**src/rtl/mem_arbiter.sv**
```systemverilog
// Round-robin arbiter letting the I-cache and D-cache share one memory block port.
// Exactly one transaction is in flight; each is held until memory completes it.
//
// Handshake: a cache raises its request (i_read, or d_read/d_write) and holds it
// with address/data stable while x_busywait is high.  x_busywait drops for exactly
// one cycle (DONE_x) when the transaction has completed; x_readdata is valid in that
// cycle and the cache consumes it at the following edge.  On the memory side the
// request lines and address/data are held from grant until memory has raised and
// then dropped mem_busywait.
module mem_arbiter #(
  parameter int ADDR_W = 6,
  parameter int DATA_W = 32
) (
  input  logic              CLK,
  input  logic              RESET,
  input  logic              i_read,
  input  logic [ADDR_W-1:0] i_address,
  output logic [DATA_W-1:0] i_readdata,
  output logic              i_busywait,
  input  logic              d_read,
  input  logic              d_write,
  input  logic [ADDR_W-1:0] d_address,
  input  logic [DATA_W-1:0] d_writedata,
  output logic [DATA_W-1:0] d_readdata,
  output logic              d_busywait,
  output logic              mem_read,
  output logic              mem_write,
  output logic [ADDR_W-1:0] mem_address,
  output logic [DATA_W-1:0] mem_writedata,
  input  logic [DATA_W-1:0] mem_readdata,
  input  logic              mem_busywait,
  output logic [2:0]        state_dbg
);

  typedef enum logic [2:0] {
    IDLE   = 3'd0,
    BUSY_I = 3'd1,
    BUSY_D = 3'd2,
    DONE_I = 3'd3,
    DONE_D = 3'd4
  } state_t;

  state_t state;
  state_t state_next;
  logic   seen_busy;   // memory has acknowledged the current request
  logic   last_grant;  // 1 = D side won the previous grant
  logic   req_i;
  logic   req_d;
  logic   grant_i;
  logic   grant_d;
  logic   complete;

  assign req_i      = i_read;
  assign req_d      = d_read | d_write;
  assign i_busywait = req_i & (state != DONE_I);
  assign d_busywait = req_d & (state != DONE_D);
  assign state_dbg  = state;

  // Next-state: round-robin grant in IDLE, completion detect in BUSY, one-cycle DONE
  always_comb begin
    state_next = state;
    grant_i    = 1'b0;
    grant_d    = 1'b0;
    complete   = 1'b0;
    case (state)
      IDLE: begin
        if (req_i && (!req_d || last_grant)) begin
          grant_i    = 1'b1;
          state_next = BUSY_I;
        end else if (req_d) begin
          grant_d    = 1'b1;
          state_next = BUSY_D;
        end
      end
      BUSY_I: begin
        if (seen_busy && !mem_busywait) begin
          complete   = 1'b1;
          state_next = DONE_I;
        end
      end
      BUSY_D: begin
        if (seen_busy && !mem_busywait) begin
          complete   = 1'b1;
          state_next = DONE_D;
        end
      end
      DONE_I:  state_next = IDLE;
      DONE_D:  state_next = IDLE;
      default: state_next = IDLE;
    endcase
  end

  // State register
  always_ff @(posedge CLK or negedge RESET) begin
    if (!RESET) state <= IDLE;
    else        state <= state_next;
  end

  // Memory-side request registers, grant history and read-data capture
  always_ff @(posedge CLK or negedge RESET) begin
    if (!RESET) begin
      seen_busy     <= 1'b0;
      last_grant    <= 1'b1;
      mem_read      <= 1'b0;
      mem_write     <= 1'b0;
      mem_address   <= '0;
      mem_writedata <= '0;
      i_readdata    <= '0;
      d_readdata    <= '0;
    end else begin
      if (grant_i) begin
        mem_address <= i_address;
        mem_read    <= 1'b1;
        mem_write   <= 1'b0;
        last_grant  <= 1'b0;
        seen_busy   <= 1'b0;
      end else if (grant_d) begin
        mem_address   <= d_address;
        mem_writedata <= d_writedata;
        mem_read      <= ~d_write;   // write wins when both are raised
        mem_write     <= d_write;
        last_grant    <= 1'b1;
        seen_busy     <= 1'b0;
      end else if (complete) begin
        if (state == BUSY_I) i_readdata <= mem_readdata;
        else if (mem_read)   d_readdata <= mem_readdata;
        mem_read  <= 1'b0;
        mem_write <= 1'b0;
      end else if ((state == BUSY_I || state == BUSY_D) && mem_busywait) begin
        seen_busy <= 1'b1;
      end
    end
  end

endmodule

```
**config.mk**
```make
export PLATFORM = sky130hd
export DESIGN_NAME = mem_arbiter
export DESIGN_NICKNAME = d
export VERILOG_FILES = /design/src/rtl/mem_arbiter.sv
export SDC_FILE = /design/constraint.sdc
export NUM_CORES = 1
export LEC_CHECK = 0
export ABC_AREA = 1
export BUFFER_PORTS_ARGS = -buffer_cell sky130_fd_sc_hd__buf_2
export CAP_MARGIN = 30
export CORE_MARGIN = 5
export CORE_UTILIZATION = 38
export DETAILED_ROUTE_END_ITERATION = 8
export HOLD_SLACK_MARGIN = 0.08
export PLACE_DENSITY = 0.76
export SETUP_SLACK_MARGIN = 0.05
export SLEW_MARGIN = 10
export SYNTH_ARGS = -nofsm -noshare
export SYNTH_HDL_FRONTEND = slang
export SYNTH_SLANG_ARGS = --single-unit
```
**constraint.sdc**
```tcl
create_clock -name CLK -period 1.6 [get_ports CLK]
set_input_delay 0 -clock CLK [delete_from_list [all_inputs] [get_ports CLK]]
set_output_delay 0 -clock CLK [all_outputs]
set_load 0.03 [all_outputs]
```
[Word level (Yosys, flattened, before mapping)]
Index checks and enable logic that the tools add are counted.
W data, S select, Z words.
Storage, ports and cells
  bits in registers: 109
Operators by class
  bitwise logic cells: 7
  muxes and demuxes: 25
  reductions and logical operators: 17
  equal/unequal tests: 8
Operator list (count)
  $mux W1: 18
  $mux W3: 4
  $mux W6: 2
  $ne A3 B3 Y1 const B: 3
  $pmux W3 S3: 1
  $reduce_bool A3 Y1: 2
  $reduce_and A5 Y1: 1
  $ne A2 B2 Y1 const B: 2
  $not A1 Y1: 4
  $reduce_and A2 Y1: 2
  $reduce_and A4 Y1: 1
  $eq A3 B1 Y1 const B: 1
  $eq A3 B2 Y1 const B: 1
  $logic_and A1 B1 Y1: 3
  $logic_not A3 Y1: 1
  $ne A3 B2 Y1 const B: 1
  $reduce_and A3 Y1: 1
  $and A1 B1 Y1: 2
  $logic_not A1 Y1: 2
  $logic_or A1 B1 Y1: 2
  $reduce_bool A2 Y1: 1
  $reduce_or A2 Y1: 1
  $or A1 B1 Y1: 1

[Longest topological paths before layout]
  depth after elaboration: 8
  mapped depth: 8
  mapped depth without buffers: 7

[Least setup slack after synthesis]
Ideal clock, no wire load.
  path type: flip-flop to flip-flop
  start: register state[1] (netlist: state_dbg[1])
  end: register mem_address[2]
  path slack: 103 ps
  clock period less this slack: 1497 ps
  cell stages (with the launch flop): 7
  arrival: 1372 ps
  cells stage by stage: dfrtp_1 > nor3_4 > nand2_2 > buf_6 > buf_6 > nand3_1 > nand3_1
On the way
  word-level cells in the longest chain between the ends: 3
  elaborated cells on any way between the ends: 5
  classes of those cells: 3 x mux; 2 x reduce/logical
RTL lines
  start, declared: line 43  | state_t state;
  start signal, assigned: line 96  | else state <= state_next;
  $logic_not A3 Y1 (*): line 65  | case (state)
  $mux W1: line 65
  $mux W6 / $reduce_bool A2 Y1 (equally long branches)
  end signal, assigned: line 112  | mem_address <= i_address;
  end signal, assigned: line 118  | mem_address <= d_address;
  end, declared: line 28  | output logic [ADDR_W-1:0] mem_address,
Mark *: on every way between the ends. The rest lies on a longest branch, timed or not.
A chain may end at the register's enable or synchronous reset.

[Final worst setup path]
  start: input d_write
  end: register d_readdata[13]
On the way
  word-level cells in the longest chain between the ends: 8
  elaborated cells on any way between the ends: 12
  classes of those cells: 5 x mux; 3 x bitwise; 4 x reduce/logical
RTL lines
  start, declared: line 21  | input logic d_write,
  $or A1 B1 Y1 (*): line 54  | assign req_d = d_read | d_write;
  $logic_not A1 Y1: line 67  | if (req_i && (!req_d || last_grant)) begin
  $logic_or A1 B1 Y1: line 67
  $logic_and A1 B1 Y1: line 67
  $mux W1: line 67
  $mux W1: line 65
  $not A1 Y1 (no source line)
  $reduce_and A5 Y1 (no source line) (*)
  end signal, assigned: line 126  | else if (mem_read) d_readdata <= mem_readdata;
  end, declared: line 24  | output logic [DATA_W-1:0] d_readdata,
Marked as above.

==> impl_metrics.yaml <==
setup_path:
  worstSetupEndpointType: "flop"
  cp_slowest_cell: "dlygate4sd3_1"
  crit_type: "input pin to flop"
  critPathMaxFanout: 23
  critPathMaxStageDelay_ns: 0.54
  start_kind: "input pin"
  cp_data_arrival_time_ns: 1.77
  crit_path_cell_trace: "dlygate4sd3_1 -> buf_2 -> nor2_1 -> a21oi_1 -> nand2_2 -> buf_4 -> nand4_1 -> nand2_1"
  required_ns: 1.87
logic_synthesis:
  syn-cell-area_sq_um: 4480
  synth_top_area_share: 0.603
  ys_types: 25
  synth_edf_count: 0
  synth_common_cells: "215 x nand2_1, 108 x dfrtp_1, 41 x inv_1, 35 x nand4_1, 33 x o21ai_0"
  yosysMostFrequentCell: "nand2_1"
  postSynthAreaPerCell_sq_um: 8.99
  synth.area.top_cells: "dfrtp_1 60%, nand2_1 18%, nand4_1 4.9%"
  ys.flop_type: "dfrtp_1"
  syn-num-nets: 580
  yosysSeqAreaShare: 0.609
  synthArstFlopShare: 1.00
  syn_inst: 498
  ys_warn_count: 0
  synth_top_area_cell: "dfrtp_1"
  ys_ff_latch: 109
die:
  fp.dieW_um: 119
  rows: 39
  die_height_um: 119
  dieArea_sq_um: 14100
  io_pins: 191
  core_area_sq_um: 11500
  start_util: 0.391
placement:
  dp_hpwl_um: 8690
  port_buffers: 190
  gp_congestion: 0.845
global_routing:
  grt_use_met2: 0.298
  grt_start_max_net_pins: 57
  grt_use_total: 0.196
  busiest_layer: "met2"
  use_met3: 0.0621
  grt_antenna_before_repair: 0
  globalRouteOverflowTotal: 0
  met1_usage: 0.265
  grt_pass1_vias: 4565
  grt_first_pass_wirelength_um: 22900
finish:
  nNetsFinal: 846
  insertedDiodeCount: 0
  drive_above_1_share: 0.300
  synthToLayoutAreaGrowth_pct: 51.0
  final_core_util: 0.590
  fillers: 899
sta:
  fin_crit_sh: 0.938
  worst_pin_slew_ns: 0.532
  slew_violations: 0
  max_freq_ghz: 0.666
  finalHoldViolations: 0
  finalWorstPathRequiredPeriod_ns: 1.50
  finClkSkew_ns: 0.00787
  max_slew_margin: 0.642
  final-setup-viol-count: 0
  rsz0062_at_grt: "false"
  setup_tns_ns: 0
drt:
  wl_per_cell_um: 15.3
  antenna_left: 0
  drtIter0Drc: 386
  wl_um: 13900
  drtPass1Iterations: 5
  viasPerCell: 4.83
  drc: 0
  num_vias: 4405
run_status:
  status: "finished, final reports clean"
cts:
  clock_sinks: 109
  numCtsBuffers: 9
  htree_levels: 3
  post_cts_buffers: 0
  cts_tree: "done"
  clockRootBuffer: "clkbuf_16"
  cts_buffer_depth: 2
  clk_pin_slew_ns: 0.07
  insertion_delay_ns: 0.34
power_and_ir_drop:
  ir_drop_mv: 1.27
  power_density_nw_per_um2: 2130
  p_leak_uw: 0.00383
min_path:
  hp-class: "input pin to flop"
job:
  drv_cap: 0
## cells in the final DEF (no fill, tap or decap), drive strengths merged
cell         instances
buf                203
nor3                 2
bufinv               3
dfstp                1
nor2                 3
or2                  1
dlygate4sd3         80
clkbuf              11
nand2              217
clkinvlp             1
dfrtp              108
a21oi                4
o21ai               34
nand4               36
inv                 45
nand3               18
a31oi                2
## per-stage QoR
step	instance area, sq um	worst slack [ns]	hold slack [ns]	total power [uW]	cells
2_1_floorplan	4480	0.103	-0.296	9450	498
3_3_place_gp	5610	0.223	-0.188	11500	816
3_5_place_dp	5610	0.172	-0.187	11600	816
4_1_cts	6760	0.134	0.0845	14300	912
5_1_grt	6760	0.0599	0.103	15300	912
6_report	6760	0.0993	0.107	14400	912
## area by class of cell
cell class              instances  area [sq um]  area share
multi-input cells             317          1400       0.207
clock buffers                  11           243      0.0359
repair buffers                283          1940       0.287
well taps                     143           179      0.0265
flip-flops and latches        109          2730       0.404
inverters                      44           165      0.0244
clock inverters                 5           106      0.0157
## power by group
group / switching, uW / leakage, uW / total, uW / internal (uW)
registers: 750 / 0.00139 / 4820 / 4070
clock network: 981 / 0.000166 / 2560 / 1580
logic: 4990 / 0.00227 / 7010 / 2020
## flip-flops by register name, summed over array words and instances, names as in the netlist
signal         flops
state_dbg          3
mem_write          1
d_readdata        32
mem_address        6
mem_read           1
last_grant         1
seen_busy          1
mem_writedata     32
i_readdata        32
## per-layer routing
metal | up-vias | part of all wire
li1 | 2104 | -
met1 | 2029 | 0.43
met2 | 249 | 0.44
met3 | 23 | 0.11
met4 | 0 | 0.020
met5 | - | 0
## critical path, delay by kind of cell
| family | cells | cell delay (ns) |
|---|---|---|
| buffers and inverters | 3 | 1.00 |
| AND/OR/NAND/NOR | 4 | 0.65 |
| AO/OA/AOI/OAI | 1 | 0.11 |
## logic make-up (layout without fill, tap and decap cells)
kind of cell | Yosys count | count (layout) | synth area share
and+or+nand+nor | 277 | 277 | 0.266
DFF | 109 | 109 | 0.609
buffers and inverters | 72 | 343 | 0.0791
AOI/OAI and AO/OA | 40 | 40 | 0.0461
## what timing repair did
item	4_1_cts	5_1_grt
gates resized for setup	0	1
endpoints found under the setup margin	0	1
hold endpoints to repair	216	0
hold buffers	80	0
## path summary, 6_finish.rpt
kind | from | endpoint | slack [ns] | cells after the start
setup reg to reg | last_grant | d_readdata[13] | 0.16 | 5
setup / recovery | d_write | d_readdata[13] | 0.1 | 8
hold / removal | d_read | state_dbg[1] | 0.11 | 5
hold reg to reg | d_readdata[13] | d_readdata[13] | 0.47 | 2
min in group asynchronous | RESET | d_readdata[16] | 0.21 | 3
max in group asynchronous | RESET | d_readdata[13] | 0.89 | 3
No activity file was read; power rests on OpenSTA's default activity.
